File: src/rtl/io_uart_tx.sv
// io_uart_tx: memory-mapped 8N1 UART transmitter with a small TX FIFO.
// Registers: 0 TXDATA (push), 1 STATUS, 2 BAUDDIV, 3 CTRL. Reads are registered.
module io_uart_tx #(
  parameter int unsigned FIFO_DEPTH     = 4,
  parameter logic [15:0] BAUD_DIV_RESET = 16'd434
) (
  input  logic        clk,
  input  logic        rstIO,
  input  logic [3:0]  addressIO,
  input  logic [31:0] dataInIO,
  input  logic        wEnIO,
  output logic [31:0] dataOutIO,
  output logic        txd
);
  localparam int unsigned PW = $clog2(FIFO_DEPTH);
  localparam int unsigned CW = PW + 1;
  localparam logic [CW-1:0] DEPTH_C = CW'(FIFO_DEPTH);

  typedef enum logic [1:0] {IDLE, START, DATA, STOP} state_e;

  state_e         state_q, state_d;
  logic [7:0]     fifo_mem_q [FIFO_DEPTH];
  logic [PW-1:0]  wr_ptr_q, wr_ptr_d, rd_ptr_q, rd_ptr_d;
  logic [CW-1:0]  count_q, count_d;
  logic           ovf_q, ovf_d;
  logic [15:0]    baud_q, baud_d;
  logic           en_q, en_d;
  logic [15:0]    bit_cnt_q, bit_cnt_d;
  logic [2:0]     idx_q, idx_d;
  logic [7:0]     shift_q, shift_d;
  logic           txd_q, txd_d;
  logic [31:0]    rdata_q, rdata_d;

  logic           full, empty, wr_txdata, push, pop, bit_end, busy;
  logic [15:0]    div_eff;
  logic [31:0]    count_w;
  logic [2:0]     cnt_sat;
  logic           unused_hi;

  assign full      = (count_q == DEPTH_C);
  assign empty     = (count_q == '0);
  assign wr_txdata = wEnIO && (addressIO == 4'h0);
  // A push against a full FIFO is dropped even if a pop frees a slot this cycle.
  assign push      = wr_txdata && !full;
  assign pop       = (state_q == IDLE) && en_q && !empty;
  assign div_eff   = (baud_q == 16'd0) ? 16'd1 : baud_q;
  assign bit_end   = (bit_cnt_q == 16'd1);
  assign busy      = (state_q != IDLE);
  assign count_w   = 32'(count_q);
  assign cnt_sat   = (count_w > 32'd7) ? 3'd7 : count_w[2:0];
  assign unused_hi = ^dataInIO[31:16];

  // Control/status register updates from bus writes and dropped pushes.
  always_comb begin
    baud_d = baud_q;
    en_d   = en_q;
    ovf_d  = ovf_q;
    if (wEnIO) begin
      case (addressIO)
        4'h1: if (dataInIO[8]) ovf_d = 1'b0;
        4'h2: baud_d = dataInIO[15:0];
        4'h3: en_d = dataInIO[0];
        default: ;
      endcase
    end
    if (wr_txdata && full) ovf_d = 1'b1;
  end

  // FIFO pointers and occupancy; power-of-2 depth lets pointers wrap naturally.
  always_comb begin
    wr_ptr_d = push ? wr_ptr_q + 1'b1 : wr_ptr_q;
    rd_ptr_d = pop  ? rd_ptr_q + 1'b1 : rd_ptr_q;
    count_d  = count_q;
    if (push && !pop)      count_d = count_q + 1'b1;
    else if (!push && pop) count_d = count_q - 1'b1;
  end

  // Transmit FSM; bit counter reloads from BAUDDIV at every bit boundary.
  always_comb begin
    state_d   = state_q;
    bit_cnt_d = bit_cnt_q;
    idx_d     = idx_q;
    shift_d   = shift_q;
    if (state_q != IDLE) bit_cnt_d = bit_end ? div_eff : bit_cnt_q - 16'd1;
    case (state_q)
      IDLE: if (pop) begin
        state_d   = START;
        bit_cnt_d = div_eff;
        shift_d   = fifo_mem_q[rd_ptr_q];
      end
      START: if (bit_end) begin
        state_d = DATA;
        idx_d   = 3'd0;
      end
      DATA: if (bit_end) begin
        shift_d = {1'b0, shift_q[7:1]};
        idx_d   = idx_q + 3'd1;
        if (idx_q == 3'd7) state_d = STOP;
      end
      STOP: if (bit_end) state_d = IDLE;
      default: state_d = IDLE;
    endcase
    // txd is registered from the current state, so the line lags the FSM by one cycle.
    case (state_q)
      START:   txd_d = 1'b0;
      DATA:    txd_d = shift_q[0];
      default: txd_d = 1'b1;
    endcase
  end

  // Read mux, registered to match BRAM read latency.
  always_comb begin
    rdata_d = '0;
    case (addressIO)
      4'h1: rdata_d = {23'd0, ovf_q, 2'b00, cnt_sat, empty, full, busy};
      4'h2: rdata_d = {16'd0, baud_q};
      4'h3: rdata_d = {31'd0, en_q};
      default: rdata_d = '0;
    endcase
  end

  // FIFO storage; contents need no reset since occupancy is reset.
  always_ff @(posedge clk) begin
    if (push) fifo_mem_q[wr_ptr_q] <= dataInIO[7:0];
  end

  // State registers; reset forces txd high immediately and empties the FIFO.
  always_ff @(posedge clk or negedge rstIO) begin
    if (!rstIO) begin
      state_q   <= IDLE;
      wr_ptr_q  <= '0;
      rd_ptr_q  <= '0;
      count_q   <= '0;
      ovf_q     <= 1'b0;
      baud_q    <= BAUD_DIV_RESET;
      en_q      <= 1'b1;
      bit_cnt_q <= 16'd1;
      idx_q     <= 3'd0;
      shift_q   <= 8'd0;
      txd_q     <= 1'b1;
      rdata_q   <= '0;
    end else begin
      state_q   <= state_d;
      wr_ptr_q  <= wr_ptr_d;
      rd_ptr_q  <= rd_ptr_d;
      count_q   <= count_d;
      ovf_q     <= ovf_d;
      baud_q    <= baud_d;
      en_q      <= en_d;
      bit_cnt_q <= bit_cnt_d;
      idx_q     <= idx_d;
      shift_q   <= shift_d;
      txd_q     <= txd_d;
      rdata_q   <= rdata_d;
    end
  end

  assign dataOutIO = rdata_q;
  assign txd       = txd_q;
endmodule

File: config.mk
export PLATFORM = sky130hd
export DESIGN_NAME = io_uart_tx
export DESIGN_NICKNAME = d
export VERILOG_FILES = /design/src/rtl/io_uart_tx.sv
export SDC_FILE = /design/constraint.sdc
export NUM_CORES = 1
export LEC_CHECK = 0
export ABC_CLOCK_PERIOD_IN_PS = 2900
export BUFFER_PORTS_ARGS = -buffer_cell sky130_fd_sc_hd__buf_2
export CORE_MARGIN = 1
export CORE_UTILIZATION = 30
export CTS_CLUSTER_SIZE = 28
export DETAILED_ROUTE_END_ITERATION = 16
export PLACE_DENSITY_LB_ADDON = 0.25
export SETUP_SLACK_MARGIN = 0.3
export SKIP_CTS_REPAIR_TIMING = 1
export SYNTH_ARGS = -nofsm -noshare
export SYNTH_HDL_FRONTEND = slang
export SYNTH_SLANG_ARGS = --single-unit
File: constraint.sdc
create_clock -name clk -period 2.9 [get_ports clk]
set_input_delay 0.29 -clock clk [delete_from_list [all_inputs] [get_ports clk]]
set_output_delay 0.29 -clock clk [all_outputs]
set_load 0.05 [all_outputs]
Yosys cells after proc, flatten, opt, wreduce, memory -nomap -nowiden
Memories as Yosys holds them, arrays and structs flattened.
Index checks and enable logic that the tools add are counted.
{ "classes": {"eq_ne": 14, "addsub": 6, "n_lt_le_gt_ge": 1, "mux": 28, "reduce_logical": 28} }
{ "ops": {"columns": ["cell", "n"], "rows": [
  ["$mux W16", 5],
  ["$pmux W16 S3", 1],
  ["$eq A16 B1 Y1 const B", 1],
  ["$logic_not A16 Y1", 1],
  ["$mux W8", 2],
  ["$pmux W8 S2", 1],
  ["$sub A16 B1 Y16 const B", 1],
  ["$mux W3", 5],
  ["$reduce_bool A2 Y1", 7],
  ["$mux W2", 5],
  ["$ne A2 B2 Y1 const B", 5],
  ["$reduce_and A3 Y1", 3],
  ["$eq A4 B2 Y1 const B", 2],
  ["$pmux W2 S4", 1],
  ["$logic_and A1 B1 Y1", 7],
  ["$add A3 B1 Y3 const B", 2],
  ["$eq A3 B3 Y1 const B", 2],
  ["$mux W1", 6],
  ["$pmux W3 S2", 1],
  ["$reduce_and A5 Y1", 1],
  ["$add A2 B1 Y2 const B", 2],
  ["$eq A2 B2 Y1 const B", 2],
  ["$eq A4 B1 Y1 const B", 1],
  ["$logic_not A1 Y1", 4],
  ["other kinds (8)", 9]
]} }
{ "totals": {"ram_bits": 32, "output_inout_bits": 33, "memories": 1, "inputBits": 39, "regBits": 87, "elab_cells": 90} }
{ "mem_list": {"columns": ["memory", "depth", "word_bits", "read_ports", "rd_ports_with_merged_regs", "wr", "line", "source"], "rows": [
  ["fifo_mem_q", 4, 8, 1, 0, 1, "22", "logic [7:0] fifo_mem_q [FIFO_DEPTH];"]
]} }

Longest topological paths before layout
Gate-level depths: netlist of the first run.
{ "logic_depth": {"word_depth": 7, "mapped_depth": 10} }

Worst setup path before layout of the first run
No wires, ideal clock.
{ "synth_timing": {"kind": "input to register", "from": "input port addressIO[0]", "to": "register count_q[2]", "arrival_time_ns": 2.124, "path_stages": 10, "slack_ns": 0.696, "t_required_ns": 2.821, "cell_sequence": "nor3_1 -> clkbuf_1 -> nand3b_1 -> nor2_1 -> ha_1 -> inv_1 -> fa_1 -> xor2_1 -> nor2_1 -> xor2_1"} }
{ "synth_between": {"elab_chain_len": 6, "word_cells_on_any_way": 8} }
{ "synth_lines": {"columns": ["item", "line", "source"], "rows": [
  ["start: declaration", "9", "input logic [3:0] addressIO,"],
  ["$logic_not A4 Y1 (*)", "42", "assign wr_txdata = wEnIO && (addressIO == 4'h0);"],
  ["$logic_and A1 B1 Y1 (*)", "42", null],
  ["$logic_and A1 B1 Y1 (*)", "44", "assign push = wr_txdata && !full;"],
  ["net push", "34", "logic full, empty, wr_txdata, push, pop, bit_end, busy;"],
  ["$logic_not A1 Y1", "75", "else if (!push && pop) count_d = count_q - 1'b1;"],
  ["$logic_and A1 B1 Y1", "75", null],
  ["$reduce_bool A2 Y1 (no source line)", null, null],
  ["end signal: assignment", "146", "count_q <= count_d;"],
  ["end: declaration", "24", "logic [CW-1:0] count_q, count_d;"]
]} }
Mark *: on every way through the listed nets, which the timed path passes. The rest lies on a longest branch.
A chain may end at the register's enable or synchronous reset.

Worst setup path after layout of the first run
{ "layout_timing": {"from": "register count_q[0]", "to": "register count_q[2]"} }
{ "layout_between": {"elab_chain_len": 6, "word_cells_on_any_way": 15} }
{ "layout_lines": {"columns": ["item"], "rows": [
  ["branches (longest 6 deep; another with $sub A3 B1 Y3)"]
]} }
Parallel ways; which one is timed is not known. The select of a mux whose other input is x is not followed.

==> results of run 1 <==
==> per-layer routing <==
layer / vias up / track usage [%] / share of wire, %
met2: 81 / 20.25 / 46
met3: 17 / 1.961 / 3.2
met5: - / 0 / 0
met1: 1695 / 18.21 / 48
li1: 1519 / - / -
met4: 0 / 6.386 / 2.2
==> cells in the final DEF (no fill, tap or decap), types with 3 or more instances in the layout <==
cell / Yosys / routed
dfrtp_1: 63 / 63
mux2_2: 38 / 38
buf_2: 7 / 38
edfxtp_1: 32 / 32
nand2_1: 18 / 18
nor2_1: 17 / 17
o21ai_0: 16 / 16
conb_1: 1 / 16
ha_1: 14 / 14
and3_1: 13 / 13
inv_1: 12 / 12
buf_4: 16 / 12
mux2i_1: 10 / 10
a22o_1: 9 / 9
clkbuf_16: 0 / 9
nor3_1: 8 / 8
a21oi_1: 8 / 8
mux4_2: 8 / 8
dfstp_2: 8 / 8
and2_1: 6 / 6
nand3_1: 6 / 6
xor2_1: 6 / 6
xnor2_1: 5 / 5
nand4_1: 4 / 4
o22ai_1: 4 / 4
nor4_1: 4 / 4
o41ai_1: 3 / 3
a32o_1: 3 / 3
nor3b_1: 3 / 3
==> layout make-up <==
| class | instances | area, sq um |
|---|---|---|
| Fill cell | 1612 | 10790 |
| Sequential cell | 103 | 2748 |
| Multi-Input combinational cell | 259 | 2137 |
| Timing Repair Buffer | 50 | 280.3 |
| Tap cell | 220 | 275.3 |
| Clock buffer | 10 | 229.0 |
| Clock inverter | 6 | 77.57 |
| Inverter | 13 | 48.80 |
==> worst reg2reg max path: cells and delay by family, from the launching register on <==
kind / cells / cell delay [ps]
fa+ha+maj: 2 / 620
flops: 1 / 470
compound gates: 1 / 360
simple gates: 2 / 350
xor+xnor: 2 / 300
buf+inv: 1 / 60
==> report_power, final <==
| part | switching [mW] | internal [mW] | total (mW) | leakage [nW] |
|---|---|---|---|---|
| clock | 0.584 | 0.688 | 1.27 | 0.147 |
| sequential | 0.433 | 1.83 | 2.26 | 1.17 |
| combinational | 0.945 | 0.860 | 1.80 | 1.15 |
| total | 1.96 | 3.38 | 5.34 | 2.46 |
==> through the flow <==
stage / util (%) / cell area (sq um)
after global routing: 34.95 / 5796
after detailed placement: 33.10 / 5489
after CTS: 34.95 / 5796
after floorplan: - / 5145
final: 34.95 / 5796
after global placement: 33.10 / 5489
==> registers in the layout (all words and copies together) (netlist names) <==
| name | cells |
|---|---|
| ovf_q | 1 |
| dataOutIO | 16 |
| rd_ptr_q | 2 |
| baud_q | 16 |
| fifo_mem_q | 32 |
| txd | 1 |
| shift_q | 8 |
| bit_cnt_q | 16 |
| state_q | 2 |
| en_q | 1 |
| wr_ptr_q | 2 |
| idx_q | 3 |
| count_q | 3 |
==> cells by family after synthesis <==
| group | after synthesis | synth area share, % |
|---|---|---|
| other cells | 1 | 0.07369 |
| compound gates | 65 | 9.492 |
| simple gates | 95 | 11.38 |
| fa+ha+maj | 15 | 3.836 |
| xor+xnor | 11 | 1.893 |
| mux | 57 | 14.21 |
| flops | 103 | 54.00 |
| buf+inv | 49 | 5.114 |
==> final timing paths <==
check,start,endpoint,cells after the start,slack [ps]
setup reg to reg,count_q[0],count_q[2],8,670
max in group asynchronous,rstIO,bit_cnt_q[10],1,2220
hold reg to reg,ovf_q,ovf_q,2,500
hold / removal,rstIO,shift_q[2],1,60
min in group clk,dataInIO[9],baud_q[9],2,170
setup / recovery,count_q[0],count_q[2],8,670
==> impl_metrics.tcl, run 1 <==
set metrics [dict create \
    placed_cells 645 \
    crit_family "adder cells" \
    cp_common_cell "xor2_1" \
    final_layout_size_suffix_gt1_share_pct 29.71 \
    numPortBuffers 39 \
    maxSlewHeadroom_pct 37.78 \
    worst_slew_pin_slew_ps 933.3 \
    die_h_um 132.2 \
    ys_types 65 \
    p_leak_nw 2.461 \
    crit_chain "o31a_1 > nand2_1 > ha_1 > inv_1 > fa_1 > xor2_1 > nor2_1 > xor2_1" \
    drv_slew 0 \
    fin_total_pwr_mw 5.337 \
    rsz0062_at_grt "false" \
    vias 3312 \
    setup_violations 0 \
    antenna_cells 0 \
    clock-sinks 103 \
    final_cells 661 \
    grt_pass1_vias 3275 \
    crit_path_end_kind "flip-flop" \
    grt_overflow_total 0 \
    ys.warnings.count 0 \
    io_pins 72 \
    totalWireLength_um 11100 \
    dpl_worst_slack_ps 593.0 \
    synth_area_leaders "dfrtp_1 31%, edfxtp_1 19%, mux2_2 8.4%, dfstp_2 4.1%, mux4_2 3.5%" \
    cts-htree-levels 3 \
    synthTopCellsByCount "63 x dfrtp_1, 38 x mux2_2, 32 x edfxtp_1" \
    finalCritPeriodShare_pct 76.96 \
    die-area_sq_mm 0.01749 \
    min_period_ps 2232 \
    fin_worst_skew_ps 11.07 \
    routabilityCongestion 0.8188 \
    synth_edf_count 32 \
    antenna_found_initial 0 \
    viasPerCell 5.011 \
    syn_inst 396 \
    yosysSeqAreaShare_pct 54.00 \
    power_per_cell_area_mw_per_mm2 920.8 \
    cts_made_buffers 9 \
    path_buf_inv 1 \
    clockBufferDepth 2 \
    yosys.area.top_type "dfrtp_1" \
    min_path_type "input pin to async pin" \
    crit_type "flip-flop to flip-flop" \
    drtIter0Drc 143 \
    antenna_left 0 \
    insertion_delay_ps 350 \
    ys.flop_type "dfrtp_1" \
    hold_violations 0 \
    status "completed" \
    yosysMostFrequentCell "dfrtp_1" \
    crit_required_ps 3170 \
    fin_ws_ps 668.1 \
    critPathMaxStageDelay_ps 470 \
    cts_root_buf "clkbuf_16" \
    synth_area_sq_mm 0.005089 \
    setup_tns_ps 0 \
    ys_ff_latch 103 \
    grt_util_all_layers_pct 13.18 \
    holdWs_ps 63.64 \
    yosysTopAreaCellShare_pct 30.98 \
    coreArea_sq_mm 0.01658 \
    routedWlPerCell_um 16.79 \
    std_cell_rows 47 \
    crit_fanout 7 \
    first_pass_iters 4 \
    grt_first_pass_wirelength_um 18030 \
    async_flop_share_pct 68.93 \
    ir_drop_mv 0.3112 \
    fin_nets 490 \
    maxCapViolCount 0 \
    syn_avg_cell_area_sq_um 12.85 \
    drc 0 \
    grt_start_max_net_pins 72 \
    tritoncts "built" \
    cp_slowest_cell "dfrtp_1" \
    area_delta_synth_final_pct 13.89 \
    dp.final_hpwl_um 7550 \
    cp-start-kind "flip-flop" \
    worstPathArrival_ps 2510 \
    initial_utilization_pct 30.69 \
    die_w_um 132.2 \
    max_freq_ghz 0.4480 \
    clkTransAtPathRegs_ps 70 \
]
Power figures use the tool's default switching activity.
==> inputs of run 2 (changes only) <==
- ABC_CLOCK_PERIOD_IN_PS: 2900 -> 2100
- clock period: 2.9 -> 2.1 ns (I/O delays scaled with it)
==> impl_metrics.tcl, run 2 (same netlist as run 1, synthesis figures left out) <==
set metrics [dict create \
    final_common_cell "dfrtp_1" \
    layout_common_cells "57 x dfrtp_1, 38 x buf_2, 32 x edfxtp_1, 32 x buf_4, 30 x mux2_2" \
    initial_utilization_pct 30.69 \
    crit_required_ps 2330 \
    status "completed" \
    std_cell_rows 47 \
    rsz0062_at_grt "true" \
    min_path_type "input pin to flip-flop" \
    antenna_cells 0 \
    ir_drop_mv 0.5541 \
    p_leak_nw 2.661 \
    grt_start_max_net_pins 38 \
    coreArea_sq_mm 0.01658 \
    maxSlewHeadroom_pct 65.89 \
    fill_cells 1617 \
    crit_path_end_kind "flip-flop" \
    top_register "fifo_mem_q" \
    die-area_sq_mm 0.01749 \
    maxCapViolCount 0 \
    die_h_um 132.2 \
    cp-start-kind "flip-flop" \
    fin_worst_skew_ps 8.669 \
    placed_cells 658 \
    first_pass_iters 4 \
    crit_type "flip-flop to flip-flop" \
    met2_usage_pct 21.84 \
    routabilityCongestion 0.7671 \
    grt_first_pass_wirelength_um 18330 \
    power_per_cell_area_mw_per_mm2 1269 \
    vias 3405 \
    setup_violations 0 \
    min_period_ps 1952 \
    fin_total_pwr_mw 7.923 \
    crit_fanout 8 \
    antenna_found_initial 0 \
    insertion_delay_ps 340 \
    die_w_um 132.2 \
    grt_pass1_vias 3409 \
    numPortBuffers 39 \
    io_pins 72 \
    worstPathArrival_ps 2190 \
    routedWlPerCell_um 16.46 \
    antenna_left 0 \
    drc 0 \
    cp_slowest_cell "dfstp_2" \
    use_met1_pct 17.49 \
    worst_slew_pin_slew_ps 511.7 \
    grt_overflow_total 0 \
    top_usage_layer "met2" \
    hold_violations 0 \
    drtIter0Drc 138 \
    max_freq_ghz 0.5122 \
    dp.final_hpwl_um 7965 \
    clkTransAtPathRegs_ps 80 \
    final_layout_size_suffix_gt1_share_pct 40.09 \
    setup_tns_ps 0 \
    clockBufferDepth 2 \
    area_delta_synth_final_pct 22.67 \
    final_cells 689 \
    cts_made_buffers 9 \
    crit_chain "ha_4 > nor3b_4 > nand4_4 > a22oi_4 > buf_12 > mux2_4" \
    cts-htree-levels 3 \
    path_buf_inv 1 \
    largest_register_ffs 32 \
    grt_util_all_layers_pct 13.41 \
    drv_slew 0 \
    clock-sinks 103 \
    viasPerCell 4.942 \
    met3_usage_pct 2.191 \
    fin_util_pct 37.64 \
    tritoncts "built" \
    totalWireLength_um 11340 \
    finalCritPeriodShare_pct 92.97 \
    critPathMaxStageDelay_ps 600 \
    crit_family "flip-flops" \
    fin_nets 518 \
    cts_root_buf "clkbuf_16" \
]
-- run 2: path summary, 6_finish.rpt --
path | endpoint | slack (ps) | startpoint | depth (start not counted)
worst max-delay path | shift_q[3] | 150 | bit_cnt_q[0] | 6
worst min-delay path | baud_q[15] | 100 | dataInIO[15] | 2
worst max register to register | shift_q[3] | 150 | bit_cnt_q[0] | 6
worst min register to register | ovf_q | 490 | ovf_q | 2
max in group asynchronous | baud_q[4] | 1070 | rstIO | 3
min in group asynchronous | shift_q[4] | 370 | rstIO | 2
-- run 2: routing by layer --
metal	part of all wire, %	wire, um	vias to the layer above
met5	0	0	-
met4	2.4	269	0
met3	3.0	337	15
met2	49	5561	79
met1	46	5175	1732
li1	-	-	1579
-- run 2: layout make-up --
type | count | area [sq um] | share of cell area [%]
clock buffers | 10 | 229.0 | 3.668
clock inverters | 6 | 75.07 | 1.203
inverters | 13 | 48.80 | 0.7817
multi-input cells | 259 | 2296 | 36.78
flip-flops and latches | 103 | 2755 | 44.14
well taps | 220 | 275.3 | 4.410
repair buffers | 78 | 563.0 | 9.020
-- run 2: power breakdown --
part           switching [mW]  internal [mW]  leakage, nW
logic                    1.54           1.59         1.36
registers               0.545           2.54         1.16
clock network           0.760          0.944        0.146
total                    2.85           5.08         2.66
-- run 2: per-stage QoR --
step           area [sq um]  setup WS [ps]  hold slack [ps]
3_3_place_gp           5682          80.95            219.4
6_report               6242          147.6            101.6
3_5_place_dp           5682          36.70            221.8
4_1_cts                5986          85.00           -148.0
2_1_floorplan          5218          148.1           -85.59
5_1_grt                6242          50.74            94.85
==> inputs of run 3 (changes only) <==
- ABC_CLOCK_PERIOD_IN_PS: 2100 -> 1700
- clock period: 2.1 -> 1.7 ns (I/O delays scaled with it)
==> impl_metrics.tcl, run 3 (same netlist as run 1, synthesis figures left out) <==
set metrics [dict create \
    fin_total_pwr_mw 10.43 \
    crit_required_ps 1940 \
    worstPathArrival_ps 2150 \
    r2r.worst_path.cells 6 \
    drtIter0Drc 202 \
    coreArea_sq_mm 0.01658 \
    ir_drop_mv 0.7547 \
    power_switching_mw 3.809 \
    final_common_cell "buf_4" \
    cp-start-kind "flip-flop" \
    routabilityCongestion 0.8023 \
    std_cell_rows 47 \
    antenna_found_initial 0 \
    initial_utilization_pct 30.69 \
    routedWlPerCell_um 16.81 \
    ff2ff_setup_slack_ps -200 \
    intPower_mw 6.620 \
    antenna_left 0 \
    crit_path_end_kind "flip-flop" \
    dpl_worst_slack_ps -221.4 \
    cts-htree-levels 3 \
    critPathCapture "shift_q[6]" \
    fin_ws_ps -204.4 \
    hold_violations 0 \
    die_w_um 132.2 \
    sw_frac_of_total_pct 36.52 \
    drv_slew 0 \
    grt_first_pass_wirelength_um 19780 \
    die_h_um 132.2 \
    maxCapViolCount 0 \
    drc 0 \
    numPortBuffers 39 \
    grt_start_max_net_pins 36 \
    grt_util_all_layers_pct 14.70 \
    grt_overflow_total 0 \
    vias 3485 \
    fin_worst_skew_ps 9.856 \
    clkTransAtPathRegs_ps 70 \
    combPwrFrac_pct 45.0 \
    viasPerCell 4.820 \
    setup_violations 26 \
    dp.final_hpwl_um 8757 \
    final_layout_size_suffix_gt1_share_pct 44.14 \
    setup_tns_ps -2743 \
    largest_register_ffs 32 \
    cts_made_buffers 9 \
    fin_nets 552 \
    antenna_cells 0 \
    totalWireLength_um 12150 \
    max_freq_ghz 0.5251 \
    crit_type "flip-flop to flip-flop" \
    grt_pass1_vias 3589 \
    violations "negative setup slack" \
    seqPwrFrac_pct 35.2 \
    min_period_ps 1904 \
    min_path_type "input pin to flip-flop" \
    tritoncts "built" \
    crit_start "bit_cnt_q[0]" \
    p_leak_nw 2.846 \
    finalCritPeriodShare_pct 112.0 \
    die-area_sq_mm 0.01749 \
    clockBufferDepth 2 \
    status "complete, but fails checks" \
    r2r_start "bit_cnt_q[0]" \
    layout_common_cells "64 x buf_4, 61 x dfrtp_1, 38 x buf_2" \
    r2r_end "shift_q[6]" \
    fill_cells 1596 \
    power_per_cell_area_mw_per_mm2 1601 \
    insertion_delay_ps 360 \
    p_clk_share_pct 19.8 \
    top_register "fifo_mem_q" \
    crit_fanout 4 \
    io_pins 72 \
    first_pass_iters 4 \
    clock-sinks 103 \
    holdWs_ps 45.15 \
    rsz0062_at_grt "true" \
    area_delta_synth_final_pct 28.01 \
    cts_root_buf "clkbuf_16" \
    min_path_cells 2 \
]
[run 3: changes by cell type in the layout (fill, tap and decap cells not counted), sizes merged]
| cell | previous run | this run |
|---|---|---|
| buf | 77 | 111 |
| clkinv | 1 | 3 |
| bufinv | 1 | 0 |
| clkbuf | 10 | 9 |
| clkinvlp | 1 | 0 |
| inv | 16 | 17 |
[run 3: cell type report]
type	count	area (sq um)	share of cell area [%]
clock buffer	9	225.2	3.458
clock inverter	7	70.07	1.076
inverter	13	48.80	0.7491
multi-input combinational	259	2341	35.94
sequential	103	2750	42.22
tap	220	275.3	4.226
timing repair buffer	112	803.3	12.33
[run 3: per-stage QoR]
stage / util (%) / instance area (sq um) / instances
floorplan: - / 5260 / 411
global placement: 36.31 / 6021 / 700
detailed placement: 36.31 / 6021 / 700
CTS: 38.09 / 6316 / 716
global route: 39.28 / 6514 / 723
finish: 39.28 / 6514 / 723
[run 3: power groups by stage]
stage	sequential, mW	combinational (mW)	clock, mW
2_1_floorplan	3.70	2.68	0
3_3_place_gp	3.68	4.19	0
3_5_place_dp	3.71	4.28	0
4_1_cts	3.66	4.31	2.12
5_1_grt	3.75	5.15	2.22
6_report	3.67	4.70	2.06
[run 3: how the worst min path moves through the flow]
stage          slack (ps)                to          from
4_1_cts              -350        state_q[1]         rstIO
3_5_place_dp           40          idx_q[2]         rstIO
2_1_floorplan        -130         baud_q[0]         rstIO
3_3_place_gp           30          idx_q[2]         rstIO
6_report               50        baud_q[13]  dataInIO[13]
5_1_grt                40  fifo_mem_q[0][2]   dataInIO[2]
[run 3: routing by layer]
metal	routed length, um	part of all wire [%]	global-route usage [%]	vias up
met1	5888	48	20.73	1738
met5	0	0	0	-
met2	5566	46	22.72	89
met3	583	4.8	3.806	11
li1	-	-	-	1647
met4	114	0.94	3.129	0
[run 3: critical path: stages (launching register included)]
cell and delay (ps):
dfstp_2 560, ha_4 130, nor3b_4 240, nand4_4 130
a22oi_4 270, buf_6 160, mux2_4 290
